File: config.mk
export PLATFORM = sky130hd
export DESIGN_NAME = uart_rx_os_flat
export DESIGN_NICKNAME = d
export VERILOG_FILES = /design/src/rtl/uart_rx_os_if.sv /design/src/rtl/uart_rx_os.sv /design/src/flat_wrapper.sv
export SDC_FILE = /design/constraint.sdc
export NUM_CORES = 1
export LEC_CHECK = 0
export BUFFER_PORTS_ARGS = -buffer_cell sky130_fd_sc_hd__buf_2
export CORE_MARGIN = 3
export CORE_UTILIZATION = 40
export DETAILED_ROUTE_END_ITERATION = 16
export SKIP_LAST_GASP = 1
export SYNTH_ARGS = -nofsm -noshare
export SYNTH_HDL_FRONTEND = slang
export SYNTH_SLANG_ARGS = --single-unit
export TNS_END_PERCENT = 100
File: constraint.sdc
create_clock -name clk -period 1.8 [get_ports clk]
set_input_delay 0.09 -clock clk [delete_from_list [all_inputs] [get_ports clk]]
set_output_delay 0.09 -clock clk [all_outputs]
set_load 0.1 [all_outputs]
File: src/rtl/uart_rx_os_if.sv
// Serial-receive bundle: line and oversample tick in, received word and status out.
interface uart_rx_os_if #(
    parameter int DBIT = 8
);
    logic            s_tick;
    logic            rx;
    logic [DBIT-1:0] rx_dout;
    logic            rx_done;
    logic            frame_err;
    logic            parity_err;
    logic            busy;

    modport master (
        output s_tick, rx,
        input  rx_dout, rx_done, frame_err, parity_err, busy
    );

    modport slave (
        input  s_tick, rx,
        output rx_dout, rx_done, frame_err, parity_err, busy
    );
endinterface

File: src/rtl/uart_rx_os.sv
// UART receiver on a 16x oversample tick: start-bit validation, centre sampling of
// data/parity/stop, one-clk done pulse with sticky word and error flags.
module uart_rx_os #(
    parameter int DBIT       = 8,
    parameter int SB_TICK    = 16,
    parameter int PARITY_EN  = 0,
    parameter int PARITY_ODD = 0
) (
    input  logic         clk,
    input  logic         reset_n,
    uart_rx_os_if.slave  bus
);
    // s_cnt must reach 15 in every state, and SB_TICK-1 in STOP
    localparam int CW = (SB_TICK > 16) ? $clog2(SB_TICK) : 4;
    localparam int NW = (DBIT > 1) ? $clog2(DBIT) : 1;

    localparam logic [CW-1:0] MID_TICK  = CW'(7);
    localparam logic [CW-1:0] LAST_TICK = CW'(15);
    localparam logic [CW-1:0] STOP_LAST = CW'(SB_TICK - 1);
    localparam logic [NW-1:0] LAST_BIT  = NW'(DBIT - 1);
    localparam logic          PAR_EN    = (PARITY_EN != 0);
    localparam logic          PAR_ODD   = (PARITY_ODD != 0);

    localparam logic [2:0] IDLE   = 3'd0;
    localparam logic [2:0] START  = 3'd1;
    localparam logic [2:0] DATA   = 3'd2;
    localparam logic [2:0] PARITY = 3'd3;
    localparam logic [2:0] STOP   = 3'd4;

    logic [2:0]      state;
    logic [CW-1:0]   s_cnt;
    logic [NW-1:0]   n_cnt;
    logic [DBIT-1:0] shreg;
    logic            acc;
    logic            perr;
    logic            rx_m;
    logic            rx_s;
    logic [DBIT-1:0] dout_r;
    logic            done_r;
    logic            ferr_r;
    logic            perr_r;

    always_ff @(posedge clk) begin
        if (!reset_n) begin
            state  <= IDLE;
            s_cnt  <= '0;
            n_cnt  <= '0;
            shreg  <= '0;
            acc    <= 1'b0;
            perr   <= 1'b0;
            rx_m   <= 1'b1;
            rx_s   <= 1'b1;
            dout_r <= '0;
            done_r <= 1'b0;
            ferr_r <= 1'b0;
            perr_r <= 1'b0;
        end else begin
            rx_m   <= bus.rx;
            rx_s   <= rx_m;
            done_r <= 1'b0;
            case (state)
                IDLE: begin
                    if (!rx_s) begin
                        state <= START;
                        s_cnt <= '0;
                    end
                end
                START: begin
                    if (bus.s_tick) begin
                        if (s_cnt == MID_TICK) begin
                            // a start bit that is high again at its centre was a glitch
                            if (!rx_s) begin
                                state <= DATA;
                                s_cnt <= '0;
                                n_cnt <= '0;
                                acc   <= 1'b0;
                            end else begin
                                state <= IDLE;
                            end
                        end else begin
                            s_cnt <= s_cnt + 1'b1;
                        end
                    end
                end
                DATA: begin
                    if (bus.s_tick) begin
                        if (s_cnt == LAST_TICK) begin
                            s_cnt <= '0;
                            shreg <= {rx_s, shreg[DBIT-1:1]};
                            acc   <= acc ^ rx_s;
                            if (n_cnt == LAST_BIT)
                                state <= PAR_EN ? PARITY : STOP;
                            else
                                n_cnt <= n_cnt + 1'b1;
                        end else begin
                            s_cnt <= s_cnt + 1'b1;
                        end
                    end
                end
                PARITY: begin
                    if (bus.s_tick) begin
                        if (s_cnt == LAST_TICK) begin
                            s_cnt <= '0;
                            perr  <= acc ^ rx_s ^ PAR_ODD;
                            state <= STOP;
                        end else begin
                            s_cnt <= s_cnt + 1'b1;
                        end
                    end
                end
                STOP: begin
                    if (bus.s_tick) begin
                        if (s_cnt == STOP_LAST) begin
                            done_r <= 1'b1;
                            dout_r <= shreg;
                            ferr_r <= ~rx_s;
                            perr_r <= PAR_EN & perr;
                            state  <= IDLE;
                        end else begin
                            s_cnt <= s_cnt + 1'b1;
                        end
                    end
                end
                default: state <= IDLE;
            endcase
        end
    end

    assign bus.rx_dout    = dout_r;
    assign bus.rx_done    = done_r;
    assign bus.frame_err  = ferr_r;
    assign bus.parity_err = perr_r;
    assign bus.busy       = (state != IDLE);
endmodule
File: src/flat_wrapper.sv
// flat-port wrapper written by rule: the top's interface ports become plain ports
module uart_rx_os_flat 
#(
    parameter int DBIT       = 8,
    parameter int SB_TICK    = 16,
    parameter int PARITY_EN  = 0,
    parameter int PARITY_ODD = 0
)
  (clk, reset_n, bus_s_tick, bus_rx, bus_rx_dout, bus_rx_done, bus_frame_err, bus_parity_err, bus_busy);
  uart_rx_os_if #(.DBIT(DBIT)) bus_i ();
  input  logic clk;
  input  logic reset_n;
  input wire logic [$bits(bus_i.s_tick)-1:0] bus_s_tick;
  input wire logic [$bits(bus_i.rx)-1:0] bus_rx;
  output wire logic [$bits(bus_i.rx_dout)-1:0] bus_rx_dout;
  output wire logic [$bits(bus_i.rx_done)-1:0] bus_rx_done;
  output wire logic [$bits(bus_i.frame_err)-1:0] bus_frame_err;
  output wire logic [$bits(bus_i.parity_err)-1:0] bus_parity_err;
  output wire logic [$bits(bus_i.busy)-1:0] bus_busy;
  assign bus_i.s_tick = bus_s_tick;
  assign bus_i.rx = bus_rx;
  assign bus_rx_dout = bus_i.rx_dout;
  assign bus_rx_done = bus_i.rx_done;
  assign bus_frame_err = bus_i.frame_err;
  assign bus_parity_err = bus_i.parity_err;
  assign bus_busy = bus_i.busy;
  uart_rx_os #(.DBIT(DBIT), .SB_TICK(SB_TICK), .PARITY_EN(PARITY_EN), .PARITY_ODD(PARITY_ODD)) u_core (.clk(clk), .reset_n(reset_n), .bus(bus_i));
endmodule
==> metrics, run 1 <==
Slowest Stage Delay on Critical Path=0.43 ns; Top Ports=16; GRT overflow=0; TritonCTS Sinks=30; achievable frequency=0.5609 GHz; delay-heaviest family, CP=simple AND/OR/NAND/NOR gates; worst min path class=in2reg; Cell Rows=21; Area contributors post-synth=dfxtp_1 (40%), mux2i_1 (13%), nor2_1 (5.0%); setup tns final=0 ns; startpoint types=register; Post-Syn Area per Cell=9.685 um^2; Slowest-stage cell, CP=or4_4; Synth top area share=40.27%; core area=3468 um^2; CTS tree=built; Routed WL=2876 um; placed cells=206; Place WS=0.04032 ns; most frequent cell after synthesis=dfxtp_1; syn nets=161; Critical Path AT=2.00 ns; share of cells above drive strength 1=27.06%; vias=1121; fin. max-slew vios=0; flop and latch count out of synthesis=30; die width=67.06 um; worst-path cell chain=ha_1 -> ha_1 -> and4bb_2 -> o221ai_4 -> or4_4 -> a21oi_2; Root Buffer=clkbuf_8; Die Span Y=67.06 um; gr busiest metal=met2; post-route clock period utilization=99.05%; Post-DRT Antenna Nets=0; Crit path buffers/inverters=0; clk buf depth=2; GR Util met2=23.68%; Max Cap Violations=0; # diodes=0; skew final=0.003565 ns; total power=1.823 mW; synth-to-layout area growth=15.27%; gpl congestion=0.8267; DIE AREA=4497 um^2; Mapped Area=1491 um^2; initial antenna violation count=0; ys flop type=dfxtp_1; top post-synthesis cells by count=dfxtp_1 (30), nor2_1 (20), mux2i_1 (19), nand3_1 (9), nand2_1 (7); number of global-route vias before repair=1096; WL/cell=13.31 um; DRT iter0 DRCs=37; Seq/Total Area, Yosys=40.27%; Post-synth EDFFs=0; R2R setup slack=0.02 ns; worst vdd ir=694.8 uV; Initial DRT Pass Iterations=4; P_leak=0.7779 nW; Detailed Place HPWL=1979 um; nets=176; Fin Hold WS=0.1219 ns; # setup viols final=0; Final WS setup=0.01712 ns; final hold violation count=0; GR Layer Usage met3=5.228%; All-Layer GR Usage=14.90%; Critical Path Sink Type=register; minimum clock period=1.783 ns; DRC viols=0; share of flip-flops with an asynchronous set or reset=0%; largest net degree at the start of global routing=19; crit-path max FO=5; final std cells w/o fill=216; Worst path most repeated cell=ha_1; Clock Pin Slew Worst Setup and Hold Paths=0.06 ns; wire length of the first global-routing pass=5099 um; Vias/cell=5.190; met1 GRT Util=19.04%; cell taking the most area after synthesis=dfxtp_1; status=completed; YS warnings=0; Num CTS Buffers=5; RSZ-0062 raised after global routing=true; WP data required=2.02 ns; PD cells=1060 nW/um^2; initial core utilization=43.00%; Synth cell types=47; WS Path Type=reg2reg; Port Buffers=14; H-tree Lvls=2; worst skew pair latency=0.28 ns; Synth Instances=154
## final timing paths
check | from | to | cells past startpoint
hold reg to reg | u_core.rx_m$_SDFF_PN1_ | u_core.rx_s$_SDFF_PN1_ | 1
setup reg to reg | u_core.n_cnt[0]$_SDFFE_PN0P_ | u_core.n_cnt[0]$_SDFFE_PN0P_ | 6
setup / recovery | u_core.n_cnt[0]$_SDFFE_PN0P_ | u_core.n_cnt[0]$_SDFFE_PN0P_ | 6
hold / removal | reset_n | u_core.rx_m$_SDFF_PN1_ | 2
## area by class of cell
| cell class | instances | area, um^2 |
|---|---|---|
| timing repair buffer | 19 | 110.1 |
| multi-input combinational | 109 | 828.3 |
| sequential | 30 | 601.8 |
| clock inverter | 1 | 30.03 |
| fill | 351 | 1749 |
| clock buffer | 7 | 76.32 |
| tap | 46 | 57.56 |
| inverter | 4 | 15.01 |
## report_power, final
group / switching [mW] / total, mW / internal, mW
Clock: 0.246 / 0.659 / 0.414
Sequential: 0.0416 / 0.724 / 0.683
Combinational: 0.267 / 0.439 / 0.172
Total: 0.555 / 1.82 / 1.27
## worst reg2reg max path, cell delays in order (launching register included)
cell      delay, ns
dfxtp_1        0.33
ha_1           0.21
ha_1           0.20
and4bb_2       0.32
o221ai_4       0.12
or4_4          0.43
a21oi_2        0.12
## cells by family (layout without fill, tap and decap cells)
group	after synthesis	in the layout	synth area share, %
AO/OA/AOI/OAI	25	25	13.00
buffers and inverters	15	31	6.459
multiplexers	20	20	13.51
other	1	1	0.2514
adder cells (fa/ha/maj)	3	3	2.517
flip-flops	30	30	40.27
AND/OR/NAND/NOR	60	60	23.99
## through the flow
stage                     utilization [%]  cell area, um^2
after global placement              44.99             1560
after floorplan                         -             1491
after global routing                49.57             1719
final                               49.57             1719
after detailed placement            44.99             1560
after CTS                           48.34             1677
## timing repair
action                                 CTS  global route
endpoints found under the hold margin    1             0
hold buffers                             1             0
gates resized for setup                  0             7
setup endpoints to repair                0            12
buffers inserted                         0             1
## state kept, by name (all words and copies together) (netlist names)
signal and flops:
u_core.rx_s 1, u_core.bus.rx_dout 8, u_core.n_cnt 3, u_core.s_cnt 4, u_core.bus.rx_done 1, u_core.state 3
u_core.rx_m 1, u_core.bus.frame_err 1, u_core.shreg 8
## per-layer routing
| layer | part of all wire (%) | vias up |
|---|---|---|
| li1 | - | 569 |
| met1 | 46 | 537 |
| met2 | 50 | 11 |
| met3 | 3.5 | 4 |
| met4 | 1.1 | 0 |
| met5 | 0 | - |
## placed cells by master (no fill, tap or decap), types with 3 or more instances in the layout
master / n
clkbuf_8: 5
mux2i_1: 19
nor2_1: 20
nand2_1: 7
buf_2: 14
nand3_1: 9
o21ai_0: 5
dfxtp_1: 29
buf_4: 4
inv_1: 4
nor2b_1: 3
Note: power is estimated with default switching activity, not from simulation.
==> inputs of run 2 (changes only) <==
--- a/config.mk
+++ b/config.mk
@@ -8,2 +8,3 @@
 export BUFFER_PORTS_ARGS = -buffer_cell sky130_fd_sc_hd__buf_2
+export CORE_ASPECT_RATIO = 2
 export CORE_MARGIN = 3
--- a/constraint.sdc
+++ b/constraint.sdc
@@ -3,2 +3,2 @@
 set_output_delay 0.09 -clock clk [all_outputs]
-set_load 0.1 [all_outputs]
+set_load 0.05 [all_outputs]
==> metrics, run 2 (synthesized netlist as in run 1, its figures left out) <==
synth-to-layout area growth=17.11%; Post-DRT Antenna Nets=0 (unchanged); status=completed; die width=49.18 um (-27%); WS Path Type=reg2reg; post-route clock period utilization=96.37% (-2.7 points); delay-heaviest family, CP=simple AND/OR/NAND/NOR gates; Vias/cell=5.192 (about the same); P_leak=0.7927 nW (+1.9%); # diodes=0 (unchanged); commonest non-fill, non-tap cells in the layout=dfxtp_1 (27), nor2_1 (20), mux2i_1 (19); Critical Path AT=1.95 ns (-0.05 ns); worst vdd ir=850.5 uV (+22%); Num CTS Buffers=5 (unchanged); nets=177 (+0.57%); H-tree Lvls=2 (unchanged); Slowest-stage cell, CP=or4_4; Top Ports=16 (unchanged); worst min path class=in2reg; clk buf depth=2 (unchanged); Critical Path Sink Type=register; # setup viols final=0 (unchanged); Crit path buffers/inverters=0 (unchanged); achievable frequency=0.5765 GHz (+2.8%); share of cells above drive strength 1=29.82% (+2.8 points); number of global-route vias before repair=1201 (+9.6%); DRC viols=0 (unchanged); Routed WL=2999 um (+4.3%); Root Buffer=clkbuf_8; number of fill cells=343 (-2.3%); Port Buffers=14 (unchanged); Initial DRT Pass Iterations=4 (unchanged); RSZ-0062 raised after global routing=true; startpoint types=register; WP data required=2.01 ns (about the same); crit-path max FO=6 (+1); fin. max-slew vios=0 (unchanged); Die Span Y=92.36 um (+38%); final hold violation count=0 (unchanged); placed cells=210 (+1.9%); DIE AREA=4542 um^2 (+0.99%); worst skew pair latency=0.28 ns (about the same); largest net degree at the start of global routing=21 (+2); GRT overflow=0 (unchanged); minimum clock period=1.735 ns (-0.04814 ns); DRT iter0 DRCs=20 (-46%); WL/cell=13.69 um (+2.8%); initial antenna violation count=0 (unchanged); Util after Layout=50.04% (+0.47 points); All-Layer GR Usage=15.33% (+0.43 points); Max Cap Violations=0 (unchanged); Clock Pin Slew Worst Setup and Hold Paths=0.06 ns (about the same); Cell Rows=30 (+43%); PD cells=992.7 nW/um^2 (-6.4%); wire length of the first global-routing pass=5416 um (+6.2%); worst-path cell chain=ha_1 -> ha_2 -> and4bb_2 -> o221ai_4 -> or4_4 -> a21oi_2; core area=3491 um^2 (+0.65%); commonest non-fill, non-tap cell in the layout=dfxtp_1; gpl congestion=0.7507 (-9.2%); skew final=0.005892 ns (+0.002328 ns); final std cells w/o fill=219 (+1.4%); Slowest Stage Delay on Critical Path=0.43 ns (about the same); initial core utilization=42.72% (-0.28 points); CTS tree=built; TritonCTS Sinks=30 (unchanged); vias=1137 (+1.4%); Detailed Place HPWL=2236 um (+13%)
[run 2: changes by cell type in the layout (fill, tap and decap cells not counted), moves of 2 or more]
cell      previous run  this run
clkbuf_8             5         8
clkbuf_1             2         0
dfxtp_1             29        27
dfxtp_2              1         3
[run 2: layer usage]
metal,GRT usage (%),up-vias,part of all wire [%]
li1,-,568,-
met1,15.58,543,40
met2,27.58,18,54
met3,3.382,8,2.7
met4,9.264,0,3.0
met5,0,-,0
[run 2: path summary, 6_finish.rpt]
| check | from | endpoint | slack [ns] | cells after the start |
|---|---|---|---|---|
| hold reg to reg | u_core.rx_m$_SDFF_PN1_ | u_core.rx_s$_SDFF_PN1_ | 0.41 | 1 |
| hold / removal | reset_n | u_core.rx_m$_SDFF_PN1_ | 0.12 | 2 |
| setup / recovery | u_core.n_cnt[0]$_SDFFE_PN0P_ | u_core.n_cnt[0]$_SDFFE_PN0P_ | 0.07 | 6 |
| setup reg to reg | u_core.n_cnt[0]$_SDFFE_PN0P_ | u_core.n_cnt[0]$_SDFFE_PN0P_ | 0.07 | 6 |
[run 2: where the power goes]
part           switching [mW]  total [mW]  internal (mW)
clock network           0.243       0.628          0.386
registers              0.0437       0.729          0.686
logic                   0.215       0.377          0.162
[run 2: repair_timing]
item	CTS	global route
setup buffers	0	0
hold endpoints to repair	1	0
setup endpoints to repair	0	13
gates resized for setup	0	9
hold buffers	1	0
[run 2: worst register-to-register path, stage by stage, from the launching register on]
cell,delay [ns]
dfxtp_2,0.33
ha_1,0.20
ha_2,0.17
and4bb_2,0.31
o221ai_4,0.12
or4_4,0.43
a21oi_2,0.12
[run 2: metrics by stage]
stage               area [um^2]  setup slack [ns]  hold slack, ns  power, mW  setup TNS (ns)
global placement           1590            0.1004          0.2747      1.084               0
detailed placement         1590           0.05949          0.2780      1.094               0
CTS                        1710           0.03605          0.1317      1.718               0
finish                     1747           0.06526          0.1220      1.734               0
floorplan                  1491            0.1366          0.1915      1.046               0
global route               1747          -0.02200          0.1336      1.824        -0.03334
[run 2: area by class of cell]
cell class | count | area [um^2] | share of cell area, %
multi-input cells | 109 | 827.0 | 47.35
flip-flops and latches | 30 | 604.3 | 34.60
repair buffers | 20 | 130.1 | 7.450
clock buffers | 8 | 110.1 | 6.304
well taps | 48 | 60.06 | 3.438
inverters | 4 | 15.01 | 0.8596
==> inputs of run 3 (changes only) <==
CTS_BUF_LIST = sky130_fd_sc_hd__clkbuf_4   (was unset)
==> metrics, run 3 (synthesized netlist as in run 1, its figures left out) <==
Int Pwr=0.9833 mW (-20%); clk buf depth=2 (unchanged); total power=1.457 mW (-16%); wire length of the first global-routing pass=5313 um (-1.9%); largest net degree at the start of global routing=21 (unchanged); Root Buffer=clkbuf_4; worst skew pair latency=0.32 ns (+0.04 ns); Cell Rows=30 (unchanged); RSZ-0062 raised after global routing=true; Util after Layout=48.21% (-1.8 points); worst-path cell chain=ha_1 -> ha_2 -> and4bb_2 -> o221ai_4 -> or4_4 -> a21oi_2; minimum clock period=1.748 ns (+0.01326 ns); Vias/cell=5.128 (-1.2%); switching share of power=32.51% (+3.6 points); Clock Pin Slew Worst Setup and Hold Paths=0.09 ns (+0.03 ns); Slowest Stage Delay on Critical Path=0.43 ns (about the same); skew final=0.01012 ns (+0.004229 ns); WL/cell=13.46 um (-1.7%); # setup viols final=0 (unchanged); Routed WL=2948 um (-1.7%); startpoint types=register; All-Layer GR Usage=14.97% (-0.37 points); DP Area=1590 um^2 (unchanged); Non-Filler Cell Area, Final=1683 um^2 (-3.7%); H-tree Lvls=2 (unchanged); Post-DRT Antenna Nets=0 (unchanged); hold endpoint=u_core.rx_m$_SDFF_PN1_; Critical Path Sink Type=register; Detailed Place HPWL=2236 um (unchanged); worst vdd ir=719.5 uV (-15%); Max Cap Violations=0 (unchanged); Sequential Power Share=50.0% (+7.9 points); die width=49.18 um (unchanged); delay-heaviest family, CP=simple AND/OR/NAND/NOR gates; Comb power frac=25.6% (+3.9 points); Critical Path AT=2.01 ns (+0.06 ns); post-route clock period utilization=97.11% (+0.74 points); worst hold path stage count=2 (unchanged); WS Path Type=reg2reg; DRT iter0 DRCs=15 (-25%); RR Endpoint=u_core.n_cnt[0]$_SDFFE_PN0P_; WP data required=2.06 ns (+0.05 ns); vias=1123 (-1.2%); PD cells=865.7 nW/um^2 (-13%); worst min path class=in2reg; hold_sp=reset_n; achievable frequency=0.5721 GHz (-0.76%); crit-path max FO=6 (unchanged); commonest non-fill, non-tap cells in the layout=dfxtp_1 (27), nor2_1 (20), mux2i_1 (19); Crit path buffers/inverters=0 (unchanged); Port Buffers=14 (unchanged); status=completed; Initial DRT Pass Iterations=4 (unchanged); number of global-route vias before repair=1177 (-2.0%); TritonCTS Sinks=30 (unchanged); initial antenna violation count=0 (unchanged); final hold violation count=0 (unchanged); commonest non-fill, non-tap cell in the layout=dfxtp_1; Crit Reg-Reg Startpoint=u_core.n_cnt[0]$_SDFFE_PN0P_; CTS tree=built; NetSw=0.4736 mW (-5.4%); gpl congestion=0.7507 (unchanged); P_leak=0.7659 nW (-3.4%); initial core utilization=42.72% (unchanged); synth-to-layout area growth=12.84%; core area=3491 um^2 (unchanged); DRC viols=0 (unchanged); # diodes=0 (unchanged); Slowest-stage cell, CP=or4_4; DIE AREA=4542 um^2 (unchanged); Top Ports=16 (unchanged); R2R setup slack=0.05 ns (about the same); Die Span Y=92.36 um (unchanged); number of fill cells=353 (+2.9%); nets=177 (unchanged); share of cells above drive strength 1=27.49% (-2.3 points); Num CTS Buffers=5 (unchanged); fin. max-slew vios=0 (unchanged); CP startpoint=u_core.n_cnt[0]$_SDFFE_PN0P_; GRT overflow=0 (unchanged); postcts setup bufs=0 (unchanged); clock power share=24.4% (-12 points); R2R depth=6 (unchanged)
run 3: worst reg2reg max path, stage by stage, from the launching register on:
cell and delay (ns):
dfxtp_2 0.34, ha_1 0.20, ha_2 0.17, and4bb_2 0.31, o221ai_4 0.12, or4_4 0.43, a21oi_2 0.12
run 3: per-layer routing:
metal	up-vias	GRT usage [%]	share of wire [%]
met3	8	2.899	3.3
met5	-	0	0
met1	523	15.68	39
li1	570	-	-
met4	0	8.551	3.2
met2	22	26.91	54
run 3: timing repair:
item / in CTS / in global routing
endpoints found under the hold margin: 1 / 0
setup endpoints to repair: 0 / 15
resized for setup: 0 / 8
hold buffers: 1 / 0
run 3: layout make-up:
cell class,count,area (um^2),area share (%)
multi-input combinational,109,824.5,49.00
sequential,30,604.3,35.91
timing repair buffer,20,130.1,7.732
tap,48,60.06,3.569
clock buffer,5,37.54,2.230
inverter,4,15.01,0.8922
clock inverter,3,11.26,0.6691
run 3: stage by stage:
stage          hold WS, ns  cells  TNS [ns]  setup WS [ns]
2_1_floorplan       0.1915    154         0         0.1366
3_3_place_gp        0.2747    210         0         0.1004
3_5_place_dp        0.2780    210         0        0.05949
4_1_cts            0.08131    219         0        0.02926
5_1_grt            0.08129    219  -0.04818       -0.02948
6_report           0.07863    219         0        0.05200
run 3: how the worst max path moves through the flow:
stage                                   endpoint  cells after the start
CTS                 u_core.n_cnt[0]$_SDFFE_PN0P_                      6
global placement    u_core.n_cnt[0]$_SDFFE_PN0P_                      6
floorplan           u_core.n_cnt[0]$_SDFFE_PN0P_                      6
finish              u_core.n_cnt[0]$_SDFFE_PN0P_                      6
global route        u_core.n_cnt[0]$_SDFFE_PN0P_                      6
detailed placement  u_core.n_cnt[0]$_SDFFE_PN0P_                      6
run 3: power groups by stage:
| stage | Combinational, mW | Sequential [mW] | Clock (mW) |
|---|---|---|---|
| after floorplan | 0.335 | 0.711 | 0 |
| after global placement | 0.344 | 0.739 | 0 |
| after detailed placement | 0.353 | 0.741 | 0 |
| after CTS | 0.356 | 0.725 | 0.367 |
| after global routing | 0.416 | 0.737 | 0.392 |
| final | 0.372 | 0.729 | 0.356 |
